<file path="config.mk">
export PLATFORM = sky130hd
export DESIGN_NAME = i2c_slave_regs_flat
export DESIGN_NICKNAME = d
export VERILOG_FILES = /design/src/rtl/i2c_slave_regs_if.sv /design/src/rtl/i2c_slave_regs.sv /design/src/flat_wrapper.sv
export SDC_FILE = /design/constraint.sdc
export NUM_CORES = 1
export LEC_CHECK = 0
export BUFFER_PORTS_ARGS = -buffer_cell sky130_fd_sc_hd__buf_2
export CORE_MARGIN = 2
export CORE_UTILIZATION = 35
export DETAILED_ROUTE_END_ITERATION = 8
export GPL_TIMING_DRIVEN = 0
export PLACE_DENSITY = 0.48
export SLEW_MARGIN = 10
export SYNTH_ARGS = -nofsm -noshare
export SYNTH_HDL_FRONTEND = slang
export SYNTH_SLANG_ARGS = --single-unit
</file>
<file path="constraint.sdc">
create_clock -name wb_clk_i -period 4.95 [get_ports wb_clk_i]
set_input_delay 1.485 -clock wb_clk_i [delete_from_list [all_inputs] [get_ports wb_clk_i]]
set_output_delay 1.485 -clock wb_clk_i [all_outputs]
set_load 0.005 [all_outputs]
</file>
<file path="src/rtl/i2c_slave_regs_if.sv">
`default_nettype none
// ============================================================================
// Module      : i2c_slave_regs_if
// Description : Pad-side I2C lines and fabric register-file access port of
//               the I2C register target.
// Revision    : 1.0 - initial release
// ============================================================================
interface i2c_slave_regs_if #(
   parameter int REG_AW = 3
);
   logic              scl_pad_i;
   logic              sda_pad_i;
   logic              sda_pad_o;
   logic              sda_padoen_o;
   logic [REG_AW-1:0] reg_rd_addr_i;
   logic [7:0]        reg_rd_dat_o;
   logic              reg_wr_o;
   logic [REG_AW-1:0] reg_wr_addr_o;
   logic [7:0]        reg_wr_dat_o;
   logic              busy_o;

   // The I2C target itself
   modport slave (
      input  scl_pad_i, sda_pad_i, reg_rd_addr_i,
      output sda_pad_o, sda_padoen_o, reg_rd_dat_o,
             reg_wr_o, reg_wr_addr_o, reg_wr_dat_o, busy_o
   );

   // Pads plus fabric logic surrounding the target
   modport master (
      output scl_pad_i, sda_pad_i, reg_rd_addr_i,
      input  sda_pad_o, sda_padoen_o, reg_rd_dat_o,
             reg_wr_o, reg_wr_addr_o, reg_wr_dat_o, busy_o
   );
endinterface
`default_nettype wire

</file>
<file path="src/rtl/i2c_slave_regs.sv">
`default_nettype none
// ============================================================================
// Module      : i2c_slave_regs
// Description : I2C target with 7-bit address match, auto-incrementing
//               register pointer and a byte register file visible to fabric
//               logic through a combinational read port and a write strobe.
// Revision    : 1.0 - initial release
// ============================================================================
module i2c_slave_regs #(
   parameter logic [6:0] DEV_ADDR = 7'h42,
   parameter int         REG_AW   = 3
) (
   input wire                wb_clk_i,
   input wire                arst_i,
   i2c_slave_regs_if.slave   bus
);

   localparam int                c_DEPTH   = 2 ** REG_AW;
   localparam logic [REG_AW-1:0] c_PTR_ONE = REG_AW'(1);

   typedef enum logic [2:0] {
      S_IDLE     = 3'd0,
      S_ADDR     = 3'd1,
      S_ADDR_ACK = 3'd2,
      S_PTR      = 3'd3,
      S_WR_DATA  = 3'd4,
      S_RD_DATA  = 3'd5,
      S_RD_ACK   = 3'd6
   } state_t;

   state_t            r_state;
   logic              r_scl_s1, r_scl_s2, r_scl_d;
   logic              r_sda_s1, r_sda_s2, r_sda_d;
   logic [7:0]        r_shift;
   logic [3:0]        r_bit_cnt;
   logic [REG_AW-1:0] r_ptr;
   logic              r_rw;
   logic              r_mack;
   logic              r_padoen;
   logic              r_busy;
   logic              r_wr;
   logic [REG_AW-1:0] r_wr_addr;
   logic [7:0]        r_wr_dat;
   logic [7:0]        r_regs [c_DEPTH];

   logic              w_scl_rise, w_scl_fall, w_start, w_stop;
   logic [REG_AW-1:0] w_ptr_inc;
   logic [7:0]        w_rd_byte, w_rd_next;

   // Edge and bus-condition detection on synchronised pad values
   assign w_scl_rise = r_scl_s2 & ~r_scl_d;
   assign w_scl_fall = ~r_scl_s2 & r_scl_d;
   assign w_start    = r_scl_s2 & r_scl_d & r_sda_d & ~r_sda_s2;
   assign w_stop     = r_scl_s2 & r_scl_d & ~r_sda_d & r_sda_s2;

   assign w_ptr_inc  = r_ptr + c_PTR_ONE;
   assign w_rd_byte  = r_regs[r_ptr];
   assign w_rd_next  = r_regs[w_ptr_inc];

   // Two-stage synchroniser plus history stage for edge detection; idle bus is high
   always_ff @(posedge wb_clk_i or negedge arst_i) begin
      if (!arst_i) begin
         r_scl_s1 <= 1'b1;
         r_scl_s2 <= 1'b1;
         r_scl_d  <= 1'b1;
         r_sda_s1 <= 1'b1;
         r_sda_s2 <= 1'b1;
         r_sda_d  <= 1'b1;
      end else begin
         r_scl_s1 <= bus.scl_pad_i;
         r_scl_s2 <= r_scl_s1;
         r_scl_d  <= r_scl_s2;
         r_sda_s1 <= bus.sda_pad_i;
         r_sda_s2 <= r_sda_s1;
         r_sda_d  <= r_sda_s2;
      end
   end

   // Protocol FSM: bits sampled on SCL rise, SDA driven/released on SCL fall.
   // r_bit_cnt counts received bits; 8 = byte complete, 9 = in our ACK slot.
   always_ff @(posedge wb_clk_i or negedge arst_i) begin
      if (!arst_i) begin
         r_state   <= S_IDLE;
         r_shift   <= 8'h00;
         r_bit_cnt <= 4'd0;
         r_ptr     <= '0;
         r_rw      <= 1'b0;
         r_mack    <= 1'b1;
         r_padoen  <= 1'b1;
         r_busy    <= 1'b0;
         r_wr      <= 1'b0;
         r_wr_addr <= '0;
         r_wr_dat  <= 8'h00;
         for (int i = 0; i < c_DEPTH; i++) begin
            r_regs[i] <= 8'h00;
         end
      end else begin
         r_wr <= 1'b0;
         if (w_start) begin
            // Also covers repeated START; the pointer is intentionally kept
            r_state   <= S_ADDR;
            r_bit_cnt <= 4'd0;
            r_padoen  <= 1'b1;
            r_busy    <= 1'b0;
         end else if (w_stop) begin
            r_state   <= S_IDLE;
            r_bit_cnt <= 4'd0;
            r_padoen  <= 1'b1;
            r_busy    <= 1'b0;
         end else begin
            case (r_state)
               S_ADDR: begin
                  if (w_scl_rise && r_bit_cnt < 4'd8) begin
                     r_shift   <= {r_shift[6:0], r_sda_s2};
                     r_bit_cnt <= r_bit_cnt + 4'd1;
                  end else if (w_scl_fall && r_bit_cnt == 4'd8) begin
                     if (r_shift[7:1] == DEV_ADDR) begin
                        r_padoen <= 1'b0;
                        r_busy   <= 1'b1;
                        r_rw     <= r_shift[0];
                        r_state  <= S_ADDR_ACK;
                     end else begin
                        r_state  <= S_IDLE;
                     end
                  end
               end
               S_ADDR_ACK: begin
                  if (w_scl_fall) begin
                     if (!r_rw) begin
                        r_padoen  <= 1'b1;
                        r_bit_cnt <= 4'd0;
                        r_state   <= S_PTR;
                     end else begin
                        // First read byte: MSB goes out on this same fall
                        r_shift   <= w_rd_byte;
                        r_padoen  <= w_rd_byte[7];
                        r_bit_cnt <= 4'd1;
                        r_state   <= S_RD_DATA;
                     end
                  end
               end
               S_PTR, S_WR_DATA: begin
                  if (w_scl_rise && r_bit_cnt < 4'd8) begin
                     r_shift   <= {r_shift[6:0], r_sda_s2};
                     r_bit_cnt <= r_bit_cnt + 4'd1;
                  end else if (w_scl_fall && r_bit_cnt == 4'd8) begin
                     r_padoen  <= 1'b0;
                     r_bit_cnt <= 4'd9;
                     if (r_state == S_PTR) begin
                        r_ptr <= r_shift[REG_AW-1:0];
                     end else begin
                        r_regs[r_ptr] <= r_shift;
                        r_wr          <= 1'b1;
                        r_wr_addr     <= r_ptr;
                        r_wr_dat      <= r_shift;
                        r_ptr         <= w_ptr_inc;
                     end
                  end else if (w_scl_fall && r_bit_cnt == 4'd9) begin
                     r_padoen  <= 1'b1;
                     r_bit_cnt <= 4'd0;
                     r_state   <= S_WR_DATA;
                  end
               end
               S_RD_DATA: begin
                  if (w_scl_fall) begin
                     if (r_bit_cnt < 4'd8) begin
                        r_padoen  <= r_shift[6];
                        r_shift   <= {r_shift[6:0], 1'b0};
                        r_bit_cnt <= r_bit_cnt + 4'd1;
                     end else begin
                        r_padoen  <= 1'b1;
                        r_bit_cnt <= 4'd0;
                        r_state   <= S_RD_ACK;
                     end
                  end
               end
               S_RD_ACK: begin
                  if (w_scl_rise) begin
                     r_mack    <= r_sda_s2;
                     r_bit_cnt <= 4'd1;
                  end else if (w_scl_fall && r_bit_cnt == 4'd1) begin
                     if (!r_mack) begin
                        r_ptr     <= w_ptr_inc;
                        r_shift   <= w_rd_next;
                        r_padoen  <= w_rd_next[7];
                        r_bit_cnt <= 4'd1;
                        r_state   <= S_RD_DATA;
                     end else begin
                        // Master NACK: stay off the bus until STOP/START
                        r_padoen  <= 1'b1;
                        r_bit_cnt <= 4'd0;
                        r_state   <= S_IDLE;
                     end
                  end
               end
               default: begin
                  r_state <= S_IDLE;
               end
            endcase
         end
      end
   end

   assign bus.sda_pad_o     = 1'b0;
   assign bus.sda_padoen_o  = r_padoen;
   assign bus.busy_o        = r_busy;
   assign bus.reg_wr_o      = r_wr;
   assign bus.reg_wr_addr_o = r_wr_addr;
   assign bus.reg_wr_dat_o  = r_wr_dat;
   assign bus.reg_rd_dat_o  = r_regs[bus.reg_rd_addr_i];

endmodule
`default_nettype wire

</file>
<file path="src/flat_wrapper.sv">
// flat-port wrapper written by rule: the top's interface ports become plain ports
module i2c_slave_regs_flat 
#(
   parameter logic [6:0] DEV_ADDR = 7'h42,
   parameter int         REG_AW   = 3
)
  (wb_clk_i, arst_i, bus_scl_pad_i, bus_sda_pad_i, bus_reg_rd_addr_i, bus_sda_pad_o, bus_sda_padoen_o, bus_reg_rd_dat_o, bus_reg_wr_o, bus_reg_wr_addr_o, bus_reg_wr_dat_o, bus_busy_o);
  i2c_slave_regs_if #(.REG_AW(REG_AW)) bus_i ();
  input wire wb_clk_i;
  input wire arst_i;
  input wire logic [$bits(bus_i.scl_pad_i)-1:0] bus_scl_pad_i;
  input wire logic [$bits(bus_i.sda_pad_i)-1:0] bus_sda_pad_i;
  input wire logic [$bits(bus_i.reg_rd_addr_i)-1:0] bus_reg_rd_addr_i;
  output wire logic [$bits(bus_i.sda_pad_o)-1:0] bus_sda_pad_o;
  output wire logic [$bits(bus_i.sda_padoen_o)-1:0] bus_sda_padoen_o;
  output wire logic [$bits(bus_i.reg_rd_dat_o)-1:0] bus_reg_rd_dat_o;
  output wire logic [$bits(bus_i.reg_wr_o)-1:0] bus_reg_wr_o;
  output wire logic [$bits(bus_i.reg_wr_addr_o)-1:0] bus_reg_wr_addr_o;
  output wire logic [$bits(bus_i.reg_wr_dat_o)-1:0] bus_reg_wr_dat_o;
  output wire logic [$bits(bus_i.busy_o)-1:0] bus_busy_o;
  assign bus_i.scl_pad_i = bus_scl_pad_i;
  assign bus_i.sda_pad_i = bus_sda_pad_i;
  assign bus_i.reg_rd_addr_i = bus_reg_rd_addr_i;
  assign bus_sda_pad_o = bus_i.sda_pad_o;
  assign bus_sda_padoen_o = bus_i.sda_padoen_o;
  assign bus_reg_rd_dat_o = bus_i.reg_rd_dat_o;
  assign bus_reg_wr_o = bus_i.reg_wr_o;
  assign bus_reg_wr_addr_o = bus_i.reg_wr_addr_o;
  assign bus_reg_wr_dat_o = bus_i.reg_wr_dat_o;
  assign bus_busy_o = bus_i.busy_o;
  i2c_slave_regs #(.DEV_ADDR(DEV_ADDR), .REG_AW(REG_AW)) u_core (.wb_clk_i(wb_clk_i), .arst_i(arst_i), .bus(bus_i));
endmodule
</file>
# ---- After elaboration in Yosys (flattened, before gate mapping)
# Index checks and enable logic that the tools add are counted.
dict set report totals {
  out_inout_bits 23
  mem_bits_ro 0
  ram_bits 0
  wordCells 194
  latchBits 0
  register_bits 104
  inputBits 7
  mem_count 0
}
dict set report classes {
  n_bitwise 18
  eq_ne 36
  n_reduce_logical 22
  n_mul 0
  n_div 0
  mux 86
  n_lt_le_gt_ge 5
  addsub 2
  n_shift 0
}
# op n
set ops {}
lappend ops {{8-bit two-way mux} 15}
lappend ops {{8-bit binary-select mux with 3-bit select} 3}
lappend ops {{64-bit bitwise mux} 1}
lappend ops {{3-bit two-way mux} 20}
lappend ops {{4-bit two-way mux} 11}
lappend ops {{8-bit case mux with 4 select lines} 1}
lappend ops {{1-bit two-way mux} 29}
lappend ops {{4-bit by 1-bit inequality test with 1-bit output (second input constant)} 7}
lappend ops {{8-bit demux with 3-bit select} 1}
lappend ops {{4-bit case mux with 5 select lines} 1}
lappend ops {{10-bit AND reduction} 2}
lappend ops {{6-bit AND reduction} 3}
lappend ops {{4-bit by 2-bit inequality test with 1-bit output (second input constant)} 4}
lappend ops {{3-bit case mux with 5 select lines} 1}
lappend ops {{2-bit by 1-bit inequality test with 1-bit output (second input constant)} 7}
lappend ops {{4-bit greater-or-equal comparator (second input constant)} 3}
lappend ops {{3-bit NOT with 4-bit output} 3}
lappend ops {{11-bit AND reduction} 1}
lappend ops {{5-bit by 1-bit inequality test with 1-bit output (second input constant)} 2}
lappend ops {{3-bit == test (second input constant)} 3}
lappend ops {{3-bit nonzero test} 3}
lappend ops {{4-bit == test (second input constant)} 2}
lappend ops {{1-bit NOT} 8}
lappend ops {{4-bit AND reduction} 2}
lappend ops {{other kinds (23)} 36}

# ---- Logic depth before layout (Yosys ltp)
# Gate-level depths: netlist (run 1).
dict set report depth {
  ltp_word 11
  ltp_mapped 8
  mapped_depth_nobuf 7
}

# ---- Worst setup path after synthesis (run 1)
# OpenSTA, ideal clock, no wires.
dict set report synth_path {
  kind {input-to-output}
  startpoint {input bus_reg_rd_addr_i[0]}
  endpoint {output bus_reg_rd_dat_o[0]}
  stages 4
  path_slack_ns 0.474
  n_path_buf 2
  arrival_ns 2.991
  cell_sequence {clkbuf_1 buf_2 mux4_2 mux2_2}
}
dict set report synth_via {
  elab_chain_cells 4
}
# element line
set synth_lines {}
lappend synth_lines {{start, declared} flat_wrapper.sv:13} ;# input wire logic [$bits(bus_i.reg_rd_addr_i)-1:0] bus_reg_rd_addr_i;
lappend synth_lines {{3-bit NOT with 4-bit output (not written as such)} i2c_slave_regs.sv:210} ;# assign bus.reg_rd_dat_o = r_regs[bus.reg_rd_addr_i];
lappend synth_lines {{8-bit binary-select mux with 3-bit select} i2c_slave_regs.sv:210}
lappend synth_lines {{8-bit two-way mux (not written as such) (2 in series)} i2c_slave_regs.sv:210}
lappend synth_lines {{end, declared} flat_wrapper.sv:16} ;# output wire logic [$bits(bus_i.reg_rd_dat_o)-1:0] bus_reg_rd_dat_o;
# Every way passes these cells. The select of a mux whose other input is x is not followed.

# ---- Worst setup path after layout (run 1)
dict set report layout_path {
  startpoint {input bus_reg_rd_addr_i[0]}
  endpoint {output bus_reg_rd_dat_o[4]}
}
# The elaborated chain is that of the path after synthesis.

==> results.md, run 1 <==
- Crit-path max FO: 10
- Largest family of logic cells by synthesized area: multiplexers
- Initial core utilization: 35.6%
- Critical path arrival: 3240 ps
- Fin. max-slew vios: 0
- Post-Synthesis Cells: 528
- Post-DP HPWL: 13000 um
- Hold buffer count at CTS: 0
- FF-to-FF path depth: 7
- Critical Path Slowest Stage Cell: mux4_2
- Final WL: 18700 um
- Top_reg_cell synth: dfrtp_1
- Leakage: 3.19 nW
- Total GRT Usage: 19.8%
- Global route total overflow: 0
- Post-synthesis mux area share: 33.3%
- Reg clk slew, reported paths: 70 ps
- Status: finished clean
- Most used cell, CP: buf_2
- F_max: 212 MHz
- Critical Path Start Type: primary input
- YS warnings: 0
- Placer congestion estimate: 0.875
- Pwr dens: 479 nW/um^2
- Vias/cell: 5.88
- 1st-iter DRT viols: 421
- Cts bufs inserted: 9
- Clk_lat worst skew: 360 ps
- Number of global-route vias before repair: 4723
- CTS tree: done
- Yosys top cell area share: 37.6%
- Critical Path RT: 3460 ps
- XOR/XNOR Fraction of Synth Area: 0.274%
- Routed len/inst: 23.5 um
- Critical path's top delay family: buffers and inverters
- Final period util: 95.4%
- Post-Syn Area: 6400 um^2
- Row cnt: 49
- Top cells by area, synth: dfrtp_1, mux4_2, mux2_2
- Final hold slack: 358 ps
- CTS sink count: 104
- Port Buffers: 25
- RSZ-0062 raised after global routing: no
- Worst hold path depth: 0
- Die width: 139 um
- Worst rel slew slack: 29.2%
- Drt drc: 0
- TritonRoute pass-1 iters: 4
- Seq/Total Area, Yosys: 40.8%
- Clock Skew: 8.01 ps
- Synthesized area per cell: 12.1 um^2
- Reg2reg start: u_core.r_ptr[0]$_DFFE_PN0P_
- Hold EP: u_core.r_scl_s2$_DFF_PN1_
- H-tree levels: 3
- Worst path max stage delay: 560 ps
- Core area: 18000 um^2
- Count leader, synth: dfrtp_1
- # IOs: 30
- Compound-Gate Fraction of Synth Area: 10.4%
- Final Util: 39.8%
- Setup violations, final: 0
- Synth area leader: dfrtp_1
- Post-synth top cells: dfrtp_1, mux2_2, mux4_2
- Adder-Cell Fraction of Synth Area: 0.978%
- Endpoints failing hold: 0
- Synth unique cells: 66
- Worst VDD drop: 0.266 mV
- Layout area overhead: 11.7%
- First-pass GRT wire length: 29200 um
- Post-synth EDFFs: 0
- Worst R2R End: u_core.r_shift[7]$_DFFE_PN0P_
- CP Cell Sequence: clkbuf_2, buf_2, mux4_2, mux2_2, buf_2
- Post-synth net total: 540
- Worst Max-Slew Pin Slew: 1050 ps
- Clk root buf: clkbuf_16
- Die ar.: 19400 um^2
- Final net count: 577
- Critical path class: in2out
- #FFs+latches synth: 104
- Number of antenna diodes: 0
- Hold Path Origin: u_core.r_scl_s1$_DFF_PN1_
- Antenna violations before repair: 0
- Post-route ant nets: 0
- Post-Synth Simple-Gate Area: 10.2%
- Die Height: 139 um
- Layout cells sized above 1: 37.8%
- Clock Tree Buf Depth: 2
- DR vias: 4694
- Async SR Flop Fraction: 100%
- Bufs and invs on worst path: 3
- R2R Setup Slk: 2000 ps
- Worst hold path class: reg2reg
- Crit path time final: 4720 ps
- Largest net degree at the start of global routing: 59
- MaxCap Viol Count: 0
- Setup crit end kind: output pin
==> where the power goes <==
| group | internal, mW | switching (mW) | leakage, nW |
|---|---|---|---|
| Sequential | 0.981 | 0.113 | 1.40 |
| Clock | 0.393 | 0.338 | 0.144 |
| Combinational | 0.608 | 0.986 | 1.64 |
==> cell usage in the layout (no fill, tap or decap), types with 6 or more instances in the layout <==
cell / n
dfrtp_1: 96
mux2_2: 76
mux4_2: 46
nand2_1: 43
buf_2: 41
o21ai_0: 25
nor2_1: 25
clkbuf_1: 16
a22oi_1: 13
a21oi_1: 13
mux2i_1: 13
inv_1: 11
a31oi_1: 9
nand3_1: 9
clkbuf_16: 9
dfstp_2: 8
mux2_4: 7
nor2b_1: 6
==> timing repair <==
action	CTS	global route
setup endpoints to repair	8	0
gates resized for setup	2	0
buffers inserted	0	0
==> cell families after synthesis <==
family | count (synthesis)
AO/OA/AOI/OAI | 99
XOR/XNOR | 2
adder cells (fa/ha/maj) | 5
buffers and inverters | 57
flip-flops | 104
multiplexers | 142
other | 1
AND/OR/NAND/NOR | 118
==> how the worst max path moves through the flow <==
stage	cells after the start	end	from
finish	5	bus_reg_rd_dat_o[4]	bus_reg_rd_addr_i[0]
global route	5	bus_reg_rd_dat_o[4]	bus_reg_rd_addr_i[0]
CTS	5	bus_reg_rd_dat_o[6]	bus_reg_rd_addr_i[0]
detailed placement	5	bus_reg_rd_dat_o[4]	bus_reg_rd_addr_i[0]
global placement	5	bus_reg_rd_dat_o[6]	bus_reg_rd_addr_i[0]
floorplan	4	bus_reg_rd_dat_o[0]	bus_reg_rd_addr_i[0]
==> metal layers <==
| metal | part of all wire [%] | wire length [um] | GRT usage, % | vias up |
|---|---|---|---|---|
| met5 | 0 | 0 | 0 | - |
| met4 | 2.3 | 435 | 5.95 | 0 |
| met3 | 3.3 | 625 | 3.59 | 27 |
| met2 | 50 | 9410 | 33.5 | 129 |
| met1 | 44 | 8260 | 26.1 | 2456 |
| li1 | - | - | - | 2082 |
==> layout make-up <==
class	instances	area, um^2
plain buffers	44	211
flip-flops and latches	104	2610
inverters	13	48.8
clock buffers	9	225
repair buffers	26	159
clock inverters	6	72.6
multi-input cells	367	3530
well taps	229	287
fillers	1746	10800
==> state kept, by name, indices dropped and copies added (netlist names), 3 cells and up <==
signal / cells
u_core.r_regs: 64
u_core.r_ptr: 3
u_core.r_shift: 8
u_core.r_state: 3
u_core.bus.reg_wr_addr_o: 3
u_core.bus.reg_wr_dat_o: 8
u_core.r_bit_cnt: 4
==> stage by stage <==
stage | setup TNS (ps) | power, mW | area (um^2) | instances | setup slack, ps
2_1_floorplan | 0 | 2.20 | 6400 | 528 | 474
3_3_place_gp | -1050 | 2.68 | 6810 | 782 | -145
3_5_place_dp | -1010 | 2.69 | 6840 | 783 | -140
4_1_cts | 0 | 3.43 | 7140 | 798 | 180
5_1_grt | 0 | 3.62 | 7140 | 798 | 128
6_report | 0 | 3.42 | 7140 | 798 | 228
No activity file was read; power rests on OpenSTA's default activity.
==> run 2, diff against run 1 <==
CORE_UTILIZATION = 61   (was 35)
GPL_TIMING_DRIVEN = 1   (was 0)
PLACE_DENSITY = 0.77   (was 0.48)
SETUP_SLACK_MARGIN = 0.4   (was default)
==> run 2 against run 1 <==
Critical path depth fell by 1. Register-to-register slack got worse by 400 ps. Non-clock buffer count fell by 39. Largest cell class unchanged. Fmax rose by 6.2%. Clock skew rose by 9.9 ps. Utilization rose by 26 points. Highest routed layer unchanged. Total power fell by 10%. Final area fell by 5.9%. First-iteration DRC count rose by 20%. Wire length fell by 18%. Worst hold slack improved by 8.1 ps.
==> results.md, run 2 (synthesis results as in run 1) <==
- Most used cell, CP: buf_2
- H-tree levels: 3
- Crit path time final: 4450 ps
- Largest register FFs: 64
- Bufs and invs on worst path: 2
- Leakage: 3.02 nW
- Antenna violations before repair: 0
- Clk root buf: clkbuf_8
- Critical Path Slowest Stage Cell: mux4_2
- CP Cell Sequence: buf_2, mux4_2, mux2_2, buf_2
- Post-DP HPWL: 10100 um
- Vias/cell: 6.97
- Filler Cell Count: 767
- Total GRT Usage: 29.2%
- Worst VDD drop: 0.344 mV
- Cts bufs inserted: 9
- Setup tns final: 0 ps
- Drt drc: 0
- Number of antenna diodes: 0
- Die Height: 106 um
- Worst slack, placed: 485 ps
- Critical Path Start Type: primary input
- Post-route ant nets: 0
- Worst path max stage delay: 580 ps
- Critical Path RT: 3460 ps
- Layout area overhead: 5.07%
- Post-cts sizing count: 0
- CTS sink count: 104
- Critical path class: in2out
- Final period util: 89.8%
- Routed len/inst: 23.1 um
- Final WL: 15400 um
- Clock Skew: 17.9 ps
- CTS tree: done
- Global route total overflow: 0
- Commonest non-fill, non-tap cell in the layout: dfrtp_1
- DR vias: 4649
- Pint: 1.74 mW
- Crit-path max FO: 16
- 1st-iter DRT viols: 505
- Clk_lat worst skew: 400 ps
- TritonRoute pass-1 iters: 5
- RSZ-0062 raised after global routing: no
- Register share of total power: 45.3%
- Switching part of the total power: 43.0%
- F_max: 225 MHz
- Most frequent cells in the layout: dfrtp_1, mux2_2, mux4_2
- Placer congestion estimate: 1.02
- Die width: 106 um
- Setup violations, final: 0
- Number of global-route vias before repair: 4550
- Hold buffer count at CTS: 0
- Largest net degree at the start of global routing: 75
- Initial core utilization: 62.5%
- Row cnt: 37
- Worst rel slew slack: 18.1%
- Largest Register: u_core.r_regs
- Fin. max-slew vios: 0
- Net Switching: 1.32 mW
- Port Buffers: 28
- Clock Tree Buf Depth: 2
- # IOs: 30
- Logic pwr share: 37.3%
- Clk pwr share: 17.3%
- Reg clk slew, reported paths: 90 ps
- Layout cells sized above 1: 37.5%
- Worst Max-Slew Pin Slew: 1230 ps
- Worst hold path class: reg2reg
- Final net count: 538
- Die ar.: 11300 um^2
- Critical path arrival: 2960 ps
- PnR worst setup slack: 504 ps
- Status: finished clean
- Setup crit end kind: output pin
- MaxCap Viol Count: 0
- Critical path's top delay family: multiplexers
- Core area: 10200 um^2
- Endpoints failing hold: 0
- Pwr dens: 455 nW/um^2
- First-pass GRT wire length: 24900 um
- Total Power: 3.06 mW
- Post-CTS Setup Bufs: 0
-- run 2: cell count changes in the layout (fill, tap and decap cells not counted), sizes merged --
cell,delta
inv,+3
buf,-21
clkinv,-2
bufinv,-1
clkbuf,-17
-- run 2: worst paths after layout --
kind	cells past startpoint	to	slack, ps	from
max in group asynchronous	2	u_core.r_regs[45]$_DFFE_PN0P_	2930	arst_i
min in group asynchronous	1	u_core.bus.reg_wr_dat_o[6]$_DFFE_PN0P_	1220	arst_i
hold / removal	0	u_core.r_sda_s2$_DFF_PN1_	370	u_core.r_sda_s1$_DFF_PN1_
hold reg to reg	0	u_core.r_sda_s2$_DFF_PN1_	370	u_core.r_sda_s1$_DFF_PN1_
setup / recovery	4	bus_reg_rd_dat_o[7]	500	bus_reg_rd_addr_i[0]
setup reg to reg	6	u_core.r_shift[6]$_DFFE_PN0P_	1600	u_core.r_ptr[0]$_DFFE_PN0P_
-- run 2: layer usage --
layer,part of all wire (%),wire length [um],up-vias,GRT usage [%]
met1,39,6060,2372,38.7
met4,3.0,470,0,14.2
met2,50,7650,237,45.8
li1,-,-,2003,-
met3,8.0,1240,37,6.56
met5,0,0,-,0
-- run 2: power by group through the flow --
stage          registers [mW]  clock network (mW)  logic (mW)
3_3_place_gp             1.38                   0        1.11
4_1_cts                  1.38               0.544        1.13
6_report                 1.39               0.531        1.14
3_5_place_dp             1.39                   0        1.13
2_1_floorplan            1.07                   0        1.13
5_1_grt                  1.42               0.574        1.24
-- run 2: metrics by stage --
step	instance area (um^2)	instances	hold WS [ps]	util, %
after CTS	6720	667	367	65.7
after global placement	6520	651	349	63.8
after global routing	6720	667	373	65.7
final	6720	667	366	65.7
after floorplan	6400	528	345	-
after detailed placement	6520	651	347	63.8
-- run 2: cell type report --
cell class	instances	area [um^2]	area share, %
multi-input combinational	367	3530	52.5
sequential	104	2610	38.9
tap	136	170	2.53
timing repair buffer	31	165	2.46
clock buffer	10	138	2.05
clock inverter	6	58.8	0.875
inverter	13	48.8	0.726
==> run 3, diff against run 2 <==
RECOVER_POWER = 25   (was default)
SLEW_MARGIN = default   (was 10)
clock period = 5.7 ns   (was 4.95 ns; I/O delays follow)
==> run 3 against run 2 <==
Critical path depth is the same. Via count shrank 2.2%. Total power shrank 11%. Clock-buffer cell count grew 1. Combinational power shrank 11%. Wire length grew 0.20%. Clock skew shrank 3.8 ps. Sequential cell count is the same. Cell count is the same. Non-clock buffer count is the same. Register-to-register slack gained 210 ps. Largest cell class unchanged.
==> results.md, run 3 (synthesis results as in run 1) <==
- Status: finished clean
- Die ar.: 11300 um^2
- Setup tns final: 0 ps
- Crit path time final: 4860 ps
- Final Util: 65.8%
- Die width: 106 um
- Largest register FFs: 64
- Endpoints failing hold: 0
- Post-Layout Cell Count: 667
- Number of antenna diodes: 0
- Commonest non-fill, non-tap cell in the layout: dfrtp_1
- Initial core utilization: 62.5%
- Filler Cell Count: 785
- Logic pwr share: 37.0%
- Placed cell count: 651
- Worst VDD drop: 0.284 mV
- Post-route ant nets: 0
- Cts bufs inserted: 9
- Clock Tree Buf Depth: 2
- Largest net degree at the start of global routing: 71
- Hold buffer count at CTS: 0
- H-tree levels: 3
- Total GRT Usage: 29.5%
- Total Power: 2.73 mW
- Most frequent cells in the layout: dfrtp_1, mux2_2, mux4_2
- Register share of total power: 43.0%
- F_max: 206 MHz
- 1st-iter DRT viols: 393
- Placer congestion estimate: 0.964
- Row cnt: 37
- Pwr dens: 405 nW/um^2
- Die Height: 106 um
- # IOs: 30
- Setup crit end kind: output pin
- Global route total overflow: 0
- Post-CTS Setup Bufs: 0
- Worst Max-Slew Pin Slew: 1210 ps
- Fin. max-slew vios: 0
- Switching part of the total power: 41.2%
- Crit-path max FO: 16
- Final period util: 85.3%
- CTS tree: done
- Clk pwr share: 20.0%
- TritonRoute pass-1 iters: 5
- PnR worst setup slack: 836 ps
- MaxCap Viol Count: 0
- Final hold slack: 366 ps
- Worst path max stage delay: 580 ps
- Post-cts sizing count: 0
- Critical Path Slowest Stage Cell: mux4_2
- Clk_lat worst skew: 400 ps
- Critical Path Start Type: primary input
- Reg clk slew, reported paths: 90 ps
- Setup violations, final: 0
- Routed len/inst: 23.2 um
- Critical path class: in2out
- Drt drc: 0
- Worst rel slew slack: 19.3%
- CTS sink count: 104
- Vias/cell: 6.82
- Antenna violations before repair: 0
- RSZ-0062 raised after global routing: no
- DR vias: 4549
- First-pass GRT wire length: 25400 um
- Net Switching: 1.12 mW
- Critical path arrival: 3150 ps
- Number of global-route vias before repair: 4723
- Layout area overhead: 5.28%
- Most used cell, CP: buf_2
- Largest Register: u_core.r_regs
- CP Cell Sequence: buf_2, mux4_2, mux2_2, buf_2
- Final WL: 15500 um
- Worst hold path class: reg2reg
- Pint: 1.61 mW
- Placed standard-cell area: 6520 um^2
- Critical Path RT: 3990 ps
- Worst slack, placed: 809 ps
- Post-DP HPWL: 10300 um
- Clk root buf: clkbuf_8
- Final instance area: 6730 um^2
- Final net count: 538
- Leakage: 3.04 nW
- Core area: 10200 um^2
- Clock Skew: 14.1 ps
- Layout cells sized above 1: 36.7%
- Port Buffers: 28
==> run 3: final cells by class <==
class,instances,area [um^2],area share [%]
Multi-Input combinational cell,367,3500,52.0
Sequential cell,104,2610,38.8
Tap cell,136,170,2.53
Timing Repair Buffer,31,165,2.45
Clock buffer,11,151,2.25
Clock inverter,5,85.1,1.26
Inverter,13,48.8,0.725
==> run 3: worst paths after layout <==
kind / end / cells after the start / slack, ps / startpoint
worst max-delay path: bus_reg_rd_dat_o[2] / 4 / 840 / bus_reg_rd_addr_i[0]
worst min-delay path: u_core.r_sda_s2$_DFF_PN1_ / 0 / 370 / u_core.r_sda_s1$_DFF_PN1_
worst max register to register: u_core.r_regs[38]$_DFFE_PN0P_ / 4 / 1810 / u_core.r_state[1]$_DFFE_PN0P_
worst min register to register: u_core.r_sda_s2$_DFF_PN1_ / 0 / 370 / u_core.r_sda_s1$_DFF_PN1_
max in group asynchronous: u_core.r_scl_d$_DFF_PN1_ / 2 / 3300 / arst_i
min in group asynchronous: u_core.bus.reg_wr_dat_o[0]$_DFFE_PN0P_ / 1 / 1400 / arst_i
==> run 3: routing by layer <==
metal	GRT usage (%)	vias to the layer above	routed length (um)
met4	10.8	0	370
met2	48.7	173	7740
met1	38.0	2339	6330
li1	-	2004	-
met5	0	-	0
met3	7.11	33	1010
==> run 3: worst max-delay path: cells and delay by family <==
| family | cells | cell delay [ps] |
|---|---|---|
| buffers and inverters | 2 | 580 |
| multiplexers | 2 | 860 |
==> run 3: power by group through the flow <==
stage | combinational [mW] | sequential (mW) | clock (mW)
after global placement | 0.990 | 1.17 | 0
final | 1.01 | 1.17 | 0.546
after detailed placement | 1.01 | 1.18 | 0
after global routing | 1.11 | 1.20 | 0.584
after floorplan | 0.983 | 0.931 | 0
after CTS | 1.01 | 1.17 | 0.557
